## src/rtl/uart_pkg.sv

```systemverilog
// Shared types and defaults for the UART receive controller.
package uart_pkg;

    typedef enum logic [1:0] {
        IDLE,
        FRAME,
        COMMIT
    } rx_ctrl_state_t;

    localparam int DIV_W             = 16;
    localparam int CAPTURE_EDGE_DEF  = 70;
    localparam int FRAME_EDGES_DEF   = 72;
    localparam int TIMEOUT_EDGES_DEF = 320;

    function automatic logic [DIV_W-1:0] div_limit(input logic [DIV_W-1:0] cfg);
        return (cfg == '0) ? DIV_W'(1) : cfg;
    endfunction

endpackage

```

## src/rtl/uart_rx_ctrl_if.sv

```systemverilog
// Receiver-side and host-side signals of the UART receive controller.
interface uart_rx_ctrl_if #(
    parameter int DEPTH = 8
);
    localparam int CW = $clog2(DEPTH) + 1;

    logic                       rx_en;
    logic [uart_pkg::DIV_W-1:0] cfg_div;
    logic                       bclkx8;
    logic                       rx_status;
    logic [7:0]                 rhr;
    logic                       rd_en;
    logic [7:0]                 rd_data;
    logic                       rd_valid;
    logic [CW-1:0]              fifo_count;
    logic                       overrun;
    logic                       ovr_clr;
    logic                       rx_timeout;

    modport slave (
        input  rx_en, cfg_div, rx_status, rhr, rd_en, ovr_clr,
        output bclkx8, rd_data, rd_valid, fifo_count, overrun, rx_timeout
    );

    modport master (
        output rx_en, cfg_div, rx_status, rhr, rd_en, ovr_clr,
        input  bclkx8, rd_data, rd_valid, fifo_count, overrun, rx_timeout
    );

endinterface

```

## src/rtl/uart_rx_fifo.sv

```systemverilog
// First-word-fall-through sync FIFO; head is registered and tracks pops.
module uart_rx_fifo #(
    parameter int DEPTH = 8,
    parameter int W     = 8
) (
    input  logic                     clk,
    input  logic                     rst_n,
    input  logic                     push_i,
    input  logic [W-1:0]             wdata_i,
    input  logic                     pop_i,
    output logic [W-1:0]             rdata_o,
    output logic [$clog2(DEPTH):0]   count_o,
    output logic                     full_o,
    output logic                     empty_o
);
    localparam int AW = $clog2(DEPTH);

    logic [W-1:0]  mem [DEPTH];
    logic [AW-1:0] wr_ptr_q, rd_ptr_q, rd_ptr_d;
    logic [AW:0]   count_q, count_d;
    logic [W-1:0]  rdata_q, head_d;
    logic          do_push, do_pop;

    assign empty_o = (count_q == '0);
    assign full_o  = (count_q == (AW+1)'(DEPTH));
    assign do_pop  = pop_i & ~empty_o;
    assign do_push = push_i & (~full_o | do_pop);

    assign rd_ptr_d = rd_ptr_q + AW'(do_pop);
    assign count_d  = count_q + (AW+1)'(do_push) - (AW+1)'(do_pop);
    // The new head may be the very byte being written this cycle.
    assign head_d   = (do_push && wr_ptr_q == rd_ptr_d) ? wdata_i : mem[rd_ptr_d];

    always_ff @(posedge clk) begin
        if (do_push) begin
            mem[wr_ptr_q] <= wdata_i;
        end
    end

    always_ff @(posedge clk or negedge rst_n) begin
        if (!rst_n) begin
            wr_ptr_q <= '0;
            rd_ptr_q <= '0;
            count_q  <= '0;
            rdata_q  <= '0;
        end else begin
            wr_ptr_q <= wr_ptr_q + AW'(do_push);
            rd_ptr_q <= rd_ptr_d;
            count_q  <= count_d;
            if (count_d != '0) begin
                rdata_q <= head_d;
            end
        end
    end

    assign rdata_o = rdata_q;
    assign count_o = count_q;

endmodule

```

## src/rtl/uart_rx_ctrl.sv

```systemverilog
// UART receive sequencer: bclkx8 generation, frame tracking, byte FIFO.
// Optional idle timeout flag is built when UART_RX_TIMEOUT_EN is defined.
module uart_rx_ctrl
    import uart_pkg::*;
#(
    parameter int FIFO_DEPTH    = 8,
    parameter int CAPTURE_EDGE  = CAPTURE_EDGE_DEF,
    parameter int FRAME_EDGES   = FRAME_EDGES_DEF
`ifdef UART_RX_TIMEOUT_EN
    ,
    parameter int TIMEOUT_EDGES = TIMEOUT_EDGES_DEF
`endif
) (
    input logic           sys_clk,
    input logic           rst_n,
    uart_rx_ctrl_if.slave bus
);
    localparam logic [6:0] CAP_E = 7'(CAPTURE_EDGE);
    localparam logic [6:0] FRM_E = 7'(FRAME_EDGES);

    logic [DIV_W-1:0] div_cnt_q, div_lim_q;
    logic             bclk_q, rise_q, term;

    assign term = (div_cnt_q >= div_lim_q - DIV_W'(1));

    always_ff @(posedge sys_clk or negedge rst_n) begin
        if (!rst_n) begin
            div_cnt_q <= '0;
            div_lim_q <= DIV_W'(1);
            bclk_q    <= 1'b0;
            rise_q    <= 1'b0;
        end else if (!bus.rx_en) begin
            div_cnt_q <= '0;
            div_lim_q <= div_limit(bus.cfg_div);
            bclk_q    <= 1'b0;
            rise_q    <= 1'b0;
        end else if (term) begin
            div_cnt_q <= '0;
            div_lim_q <= div_limit(bus.cfg_div);
            bclk_q    <= ~bclk_q;
            rise_q    <= ~bclk_q;
        end else begin
            div_cnt_q <= div_cnt_q + DIV_W'(1);
            rise_q    <= 1'b0;
        end
    end

    rx_ctrl_state_t state_q;
    logic [6:0]     edge_q, edge_d;

    assign edge_d = edge_q + 7'd1;

    always_ff @(posedge sys_clk or negedge rst_n) begin
        if (!rst_n) begin
            state_q <= IDLE;
            edge_q  <= '0;
        end else if (!bus.rx_en) begin
            state_q <= IDLE;
            edge_q  <= '0;
        end else begin
            unique case (state_q)
                IDLE: begin
                    edge_q <= '0;
                    if (bus.rx_status) state_q <= FRAME;
                end
                FRAME: begin
                    if (!bus.rx_status) begin
                        state_q <= IDLE;
                        edge_q  <= '0;
                    end else if (rise_q) begin
                        if (edge_d == FRM_E) begin
                            edge_q <= '0;
                        end else begin
                            edge_q <= edge_d;
                            if (edge_d == CAP_E) state_q <= COMMIT;
                        end
                    end
                end
                COMMIT: begin
                    state_q <= FRAME;
                    if (rise_q) edge_q <= edge_d;
                end
                default: begin
                    state_q <= IDLE;
                    edge_q  <= '0;
                end
            endcase
        end
    end

    // RHR has settled by the cycle spent in COMMIT.
    logic push, full, empty, overrun_q;

    assign push = (state_q == COMMIT);

    uart_rx_fifo #(.DEPTH(FIFO_DEPTH), .W(8)) u_fifo (
        .clk     (sys_clk),
        .rst_n   (rst_n),
        .push_i  (push),
        .wdata_i (bus.rhr),
        .pop_i   (bus.rd_en),
        .rdata_o (bus.rd_data),
        .count_o (bus.fifo_count),
        .full_o  (full),
        .empty_o (empty)
    );

    always_ff @(posedge sys_clk or negedge rst_n) begin
        if (!rst_n) begin
            overrun_q <= 1'b0;
        end else if (push && full && !bus.rd_en) begin
            overrun_q <= 1'b1;
        end else if (bus.ovr_clr) begin
            overrun_q <= 1'b0;
        end
    end

    assign bus.bclkx8   = bclk_q;
    assign bus.rd_valid = ~empty;
    assign bus.overrun  = overrun_q;

`ifdef UART_RX_TIMEOUT_EN
    localparam int TW = $clog2(TIMEOUT_EDGES + 1);

    logic [TW-1:0] tmo_cnt_q;
    logic          tmo_q, rxs_q;

    always_ff @(posedge sys_clk or negedge rst_n) begin
        if (!rst_n) begin
            tmo_cnt_q <= '0;
            tmo_q     <= 1'b0;
            rxs_q     <= 1'b0;
        end else begin
            rxs_q <= bus.rx_status;
            if ((bus.rd_en && !empty) || (bus.rx_status && !rxs_q) || empty) begin
                tmo_cnt_q <= '0;
                tmo_q     <= 1'b0;
            end else if (state_q == IDLE && rise_q && !tmo_q) begin
                tmo_cnt_q <= tmo_cnt_q + TW'(1);
                if (tmo_cnt_q + TW'(1) == TW'(TIMEOUT_EDGES)) tmo_q <= 1'b1;
            end
        end
    end

    assign bus.rx_timeout = tmo_q;
`else
    assign bus.rx_timeout = 1'b0;
`endif

endmodule

```

## src/flat_wrapper.sv

```systemverilog
// flat-port wrapper written by rule: the top's interface ports become plain ports
module uart_rx_ctrl_flat import uart_pkg::*;
#(
    parameter int FIFO_DEPTH    = 8,
    parameter int CAPTURE_EDGE  = CAPTURE_EDGE_DEF,
    parameter int FRAME_EDGES   = FRAME_EDGES_DEF

)
  (sys_clk, rst_n, bus_rx_en, bus_cfg_div, bus_rx_status, bus_rhr, bus_rd_en, bus_ovr_clr, bus_bclkx8, bus_rd_data, bus_rd_valid, bus_fifo_count, bus_overrun, bus_rx_timeout);
  uart_rx_ctrl_if #(.DEPTH(8)) bus_i ();
  input logic sys_clk;
  input logic rst_n;
  input wire logic [$bits(bus_i.rx_en)-1:0] bus_rx_en;
  input wire logic [$bits(bus_i.cfg_div)-1:0] bus_cfg_div;
  input wire logic [$bits(bus_i.rx_status)-1:0] bus_rx_status;
  input wire logic [$bits(bus_i.rhr)-1:0] bus_rhr;
  input wire logic [$bits(bus_i.rd_en)-1:0] bus_rd_en;
  input wire logic [$bits(bus_i.ovr_clr)-1:0] bus_ovr_clr;
  output wire logic [$bits(bus_i.bclkx8)-1:0] bus_bclkx8;
  output wire logic [$bits(bus_i.rd_data)-1:0] bus_rd_data;
  output wire logic [$bits(bus_i.rd_valid)-1:0] bus_rd_valid;
  output wire logic [$bits(bus_i.fifo_count)-1:0] bus_fifo_count;
  output wire logic [$bits(bus_i.overrun)-1:0] bus_overrun;
  output wire logic [$bits(bus_i.rx_timeout)-1:0] bus_rx_timeout;
  assign bus_i.rx_en = bus_rx_en;
  assign bus_i.cfg_div = bus_cfg_div;
  assign bus_i.rx_status = bus_rx_status;
  assign bus_i.rhr = bus_rhr;
  assign bus_i.rd_en = bus_rd_en;
  assign bus_i.ovr_clr = bus_ovr_clr;
  assign bus_bclkx8 = bus_i.bclkx8;
  assign bus_rd_data = bus_i.rd_data;
  assign bus_rd_valid = bus_i.rd_valid;
  assign bus_fifo_count = bus_i.fifo_count;
  assign bus_overrun = bus_i.overrun;
  assign bus_rx_timeout = bus_i.rx_timeout;
  uart_rx_ctrl #(.FIFO_DEPTH(FIFO_DEPTH), .CAPTURE_EDGE(CAPTURE_EDGE), .FRAME_EDGES(FRAME_EDGES)) u_core (.sys_clk(sys_clk), .rst_n(rst_n), .bus(bus_i));
endmodule
```

## config.mk

```make
export PLATFORM = sky130hd
export DESIGN_NAME = uart_rx_ctrl_flat
export DESIGN_NICKNAME = d
export VERILOG_FILES = /design/src/rtl/uart_pkg.sv /design/src/rtl/uart_rx_ctrl_if.sv /design/src/rtl/uart_rx_fifo.sv /design/src/rtl/uart_rx_ctrl.sv /design/src/flat_wrapper.sv
export SDC_FILE = /design/constraint.sdc
export NUM_CORES = 1
export LEC_CHECK = 0
export CORE_MARGIN = 2
export CORE_UTILIZATION = 25
export DETAILED_ROUTE_END_ITERATION = 12
export SYNTH_ARGS = -nofsm -noshare
export SYNTH_HDL_FRONTEND = slang
export SYNTH_HIERARCHICAL = 1
export SYNTH_SLANG_ARGS = --single-unit
```

## constraint.sdc

```tcl
create_clock -name sys_clk -period 8.61 [get_ports sys_clk]
set_input_delay 2.583 -clock sys_clk [delete_from_list [all_inputs] [get_ports sys_clk]]
set_output_delay 2.583 -clock sys_clk [all_outputs]
set_load 0.02 [all_outputs]
```

# Word level (Yosys, flattened, before mapping)
# Memories as Yosys holds them, arrays and structs flattened. A register that Yosys moved wholly into a read port is not among the register bits.
# Index checks and enable logic that the tools add are counted.
# word_totals
reg_bits	54
latch_bits	0
ram_bits	64
romBits	0
input_bits	30
word_cells	73
n_memories	1
# op_classes
addsub	7
n_mul	0
n_div	0
magnitude_cmp	1
eq_ne	11
n_shift	0
n_mux	26
n_bitwise	6
reduce_logical	11
# mem_list
memory	words	word_bits	read_ports	rd_clocked_by_memory_dff	write_ports	line_no	source
u_core.u_fifo.mem	8	8	1	1	1	uart_rx_fifo.sv:18	logic [W-1:0] mem [DEPTH];
# op_table
cell	count
16-bit two-way mux	5
7-bit two-way mux	5
16-bit by 1-bit adder with 16-bit output, second input constant	1
16-bit greater-or-equal comparator	1
16-bit logical NOT	1
16-bit by 1-bit subtractor with 16-bit output, second input constant	1
7-bit == test, second input constant	2
7-bit one-hot mux with 2 select lines	1
2-bit two-way mux	6
1-bit two-way mux	8
4-bit by 3-bit != test with 1-bit output, second input constant	2
7-bit by 1-bit adder with 7-bit output, second input constant	1
3-bit by 1-bit adder with 3-bit output	2
2-bit one-hot mux with 3 select lines	1
4-bit by 1-bit adder with 4-bit output	1
4-bit == test, second input constant	1
4-bit logical NOT	1
4-bit != test, second input constant	1
4-bit AND reduction	1
4-bit nonzero test	1
4-bit by 1-bit subtractor with 4-bit output	1
3-bit by 2-bit != test with 1-bit output, second input constant	1
3-bit != test, second input constant	1
1-bit NOT	3
10 further kinds	13

# Depth between registers and ports, before layout
# depth
ltp_word	8
mapped_depth	14

# Cells and area by module
# The synthesis kept the hierarchy.
# modules_own_cells
mod	n_inst	cells_per_inst	area_each_um2	seq_area_each_um2
uart_rx_fifo	1	184	3419.5	2372.3
uart_rx_ctrl	1	269	2795.2	1102.3

# Worst setup path after synthesis
# OpenSTA, ideal clock, no wires.
# synth_timing
path_kind	input to register
from	input bus_rd_en
to	register u_core.u_fifo.rdata_q[4] (netlist: u_core/u_fifo/rdata_o[4]), read port of u_core.u_fifo.mem
setup_time_ns	0.132
t_arrival_ns	4.803
path_slack_ns	3.675
path_stages	10
cell_sequence	nor2b_1 o21ai_1 o21ai_0 ha_1 fa_1 xor2_1 nor4b_1 mux2_2 buf_1 o21ai_1
# synth_via
elab_chain_len	6
# synth_rtl
element	line_no	source
start, declared	flat_wrapper.sv:17	input wire logic [$bits(bus_i.rd_en)-1:0] bus_rd_en;
1-bit AND (*)	uart_rx_fifo.sv:26	assign do_pop = pop_i & ~empty_o;
1-bit bitwise OR	uart_rx_fifo.sv:27	assign do_push = push_i & (~full_o | do_pop);
1-bit AND	uart_rx_fifo.sv:27	
4-bit by 1-bit adder with 4-bit output	uart_rx_fifo.sv:30	assign count_d = count_q + (AW+1)'(do_push) - (AW+1)'(do_pop);
4-bit by 1-bit subtractor with 4-bit output (*)	uart_rx_fifo.sv:30	
net u_core.u_fifo.count_d[2]	uart_rx_fifo.sv:20	logic [AW:0] count_q, count_d;
4-bit nonzero test (*)	uart_rx_fifo.sv:50	if (count_d != '0) begin
end, declared	uart_rx_fifo.sv:21	logic [W-1:0] rdata_q, head_d;
# The timed path passes the listed nets; every way through them passes the cells marked *.
# A chain may end at the register's enable or synchronous reset.

# Worst setup path in the final report
# layout_timing
from	input bus_rd_en
to	register u_core.u_fifo.rdata_q[3] (netlist: u_core/u_fifo/rdata_o[3]), read port of u_core.u_fifo.mem
# layout_via
elab_chain_len	6
# layout_rtl
element	line_no
1-bit AND (*)	uart_rx_fifo.sv:26
1-bit bitwise OR	uart_rx_fifo.sv:27
1-bit AND	uart_rx_fifo.sv:27
4-bit by 1-bit adder with 4-bit output	uart_rx_fifo.sv:30
4-bit by 1-bit subtractor with 4-bit output	uart_rx_fifo.sv:30
4-bit nonzero test	uart_rx_fifo.sv:50
# Mark *: on every way between the ends. The rest lies on a longest branch, timed or not.

==> results.tsv <==
metric	value	unit
status	complete, no violations	
whs	0.487	ns
yosys-top-cells-area	edfxtp_1 31%, dfrtp_1 25%, ha_1 6.8%	
dp_slack	2.71	ns
fin_skew	0.0113	ns
ir_worst_vdd	0.000142	V
crit_top_cell	ha_1	
maxCapViolCount	0	
via_per_inst	4.29	
arrival	5.67	ns
final_core_util	31.2	%
busiest_layer	met2	
total_power	2.05	mW
multi_input_area	2630	um2
fillers	2451	
cts_tree	built	
cts_buffers	17	
crit_path_max_incr_delay	0.82	ns
p_switching	0.652	mW
ant_nets	0	
port_buffers	44	
p_per_area	269	nW/um2
criticalPathCategory	primary input to register	
period_minus_slack	5.37	ns
clock_path_buffers	2	
clockPowerShare	33.3	%
yosys_warnings	6	
rsz0062_at_grt	no	
final-seq-area	3470	um2
track_usage	9.51	%
die_h	162	um
cts_repair_resize_count	0	
synth_seq_cells	126	
place_congestion	0.758	
p_sw_share	31.8	%
hp-class	register to register	
slew_viol_final	0	
cp-start-kind	primary input	
cp_slowest_cell	xor2_2	
p_leak	2.91	nW
finalHoldViolations	0	
synthesis.area	6210	um2
wl_per_cell	13.8	um
area_growth	22.4	%
cp_max_fo	19	
yosysUniqueCellTypes	61	
core_area	24400	um2
cts.sinks	126	
syn-mean-instance-area	13.7	um2
synth_fp_nets	518	
clk_latency	0.42	ns
placedCellCount	812	
antenna_found_initial	0	
vias	3619	
die_w	162	um
gr-usage-met1	12.5	%
p_comb_share	29.8	%
fin_crit_sh	62.4	%
p_int	1.40	mW
synth_cells	453	
setup_viol	0	
grt_pass1_vias	3715	
setup_ws	3.24	ns
drive_gt1_share	18.1	%
grt_pass1_wl	19.1	mm
fin_nets	572	
cts.root.buffer_cell	clkbuf_16	
yosysMostFrequentCell	edfxtp_1	
drt_iter0_drc	156	
antenna_cells	0	
slew_headroom	25.4	%
pwr-share-seq	36.9	%
gr-total-overflow	0	
final_cells	844	
dieArea	26100	um2
initial_core_util	25.5	%
hold_buffers	0	
synth_commonest_cells	64 x edfxtp_1, 61 x dfrtp_1, 34 x ha_1, 34 x nand2_1, 29 x nor2_1	
gr-usage-met3	2.68	%
grt_start_max_net_pins	63	
io_pins	46	
final_area	7610	um2
path_clk_slew	0.06	ns
setup_tns	0	ns
routed_wl	11.7	mm
row_count	57	
synth_edf_count	64	
dr.pass1.iters	6	
cts_max_level	4	
post_cts_buffers	0	
drc	0	
async_flop_share	49.2	%
tightest_slew	1.11	ns
cp-end-kind	register	
synth_top_cell_by_area	edfxtp_1	
grtUsageMet2	14.9	%
required	8.91	ns
placed_cell_area	7030	um2
ys_seq_area_share	55.9	%
ys.flop_type	edfxtp_1	
path_cells	clkdlybuf4s50_1 -> nand2b_1 -> inv_1 -> ha_1 -> ha_1 -> xor2_2 -> nand2_2 -> a2111oi_4 -> mux2i_1 -> o21ai_1	
timing.fmax	0.186	GHz
synth_top_area_share	30.9	%
dp_hpwl	7.96	mm
-- per-layer routing --
layer,up-vias,part of all wire [%]
met3,16,3.7
met1,1759,48
li1,1786,-
met5,-,0
met4,0,1.3
met2,58,47
-- power groups by stage --
| stage | registers (mW) | logic, mW | clock network [mW] |
|---|---|---|---|
| finish | 0.756 | 0.611 | 0.683 |
| detailed placement | 0.770 | 0.622 | 0 |
| floorplan | 0.782 | 0.429 | 0 |
| global placement | 0.770 | 0.617 | 0 |
| CTS | 0.759 | 0.625 | 0.702 |
| global route | 0.766 | 0.678 | 0.733 |
-- logic make-up (layout without fill, tap and decap cells) --
logic type,count (synthesis),in the layout,share of synthesized area [%]
multiplexers,52,52,13.0
adder cells (fa/ha/maj),35,35,7.17
XOR/XNOR,38,38,5.48
other,1,1,0.0603
AND/OR/NAND/NOR,126,126,10.7
buffers and inverters,30,97,2.48
AO/OA/AOI/OAI,45,45,5.19
flip-flops,126,126,55.9
-- flip-flops by register name, indices dropped and copies added (netlist names) --
| signal | count |
|---|---|
| u_core/u_fifo/wr_ptr_q | 3 |
| u_core/bus.bclkx8 | 1 |
| u_core/u_fifo/count_o | 4 |
| u_core/rise_q | 1 |
| u_core/div_cnt_q | 16 |
| u_core/div_lim_q | 16 |
| u_core/u_fifo/rd_ptr_q | 3 |
| u_core/state_q | 2 |
| u_core/bus.overrun | 1 |
| u_core/u_fifo/mem | 64 |
| u_core/edge_q | 7 |
| u_core/u_fifo/rdata_o | 8 |
-- cell usage in the layout (no fill, tap or decap), drive strengths merged, types with 5 or more instances in the layout --
cell           Yosys  layout
edfxtp            64      64
inv               17      25
o21ai             20      20
nor2              29      29
mux2              24      24
xnor2             13      13
nand2             35      35
ha                34      34
mux4              16      16
nor3               8       8
nand3             10      10
xor2              25      25
nor4               7       7
dfrtp             61      61
buf                9       5
clkinv             0       5
a21oi              6       6
clkdlybuf4s50      0      43
clkbuf             4      17
mux2i             12      12
o211ai             5       5
-- layout make-up --
type / instances / area share, %
Sequential cell: 126 / 45.7
Multi-Input combinational cell: 297 / 34.5
Timing Repair Buffer: 48 / 6.12
Clock buffer: 17 / 5.59
Tap cell: 324 / 5.33
Clock inverter: 15 / 1.96
Inverter: 17 / 0.839
-- final timing paths --
path	start	to	slack [ns]	cells past startpoint
max	bus_rd_en	u_core/u_fifo/rdata_o[3]	3.24	10
min	u_core/u_fifo/rdata_o[5]	u_core/u_fifo/rdata_o[5]	0.49	2
max reg2reg	u_core/div_lim_q[4]	u_core/div_lim_q[3]	4.67	10
min reg2reg	u_core/u_fifo/rdata_o[5]	u_core/u_fifo/rdata_o[5]	0.49	2
max in group asynchronous	rst_n	u_core/u_fifo/rdata_o[6]	5.71	2
min in group asynchronous	rst_n	u_core/div_lim_q[4]	2.33	2
-- worst max-delay path: cells and delay by family --
kind            cells  cell delay, ns
simple gates        2            0.24
mux                 1            0.26
fa+ha+maj           2            0.38
compound gates      2            0.88
buf+inv             2            0.50
xor+xnor            1            0.82
(Power assumes the default switching activity.)
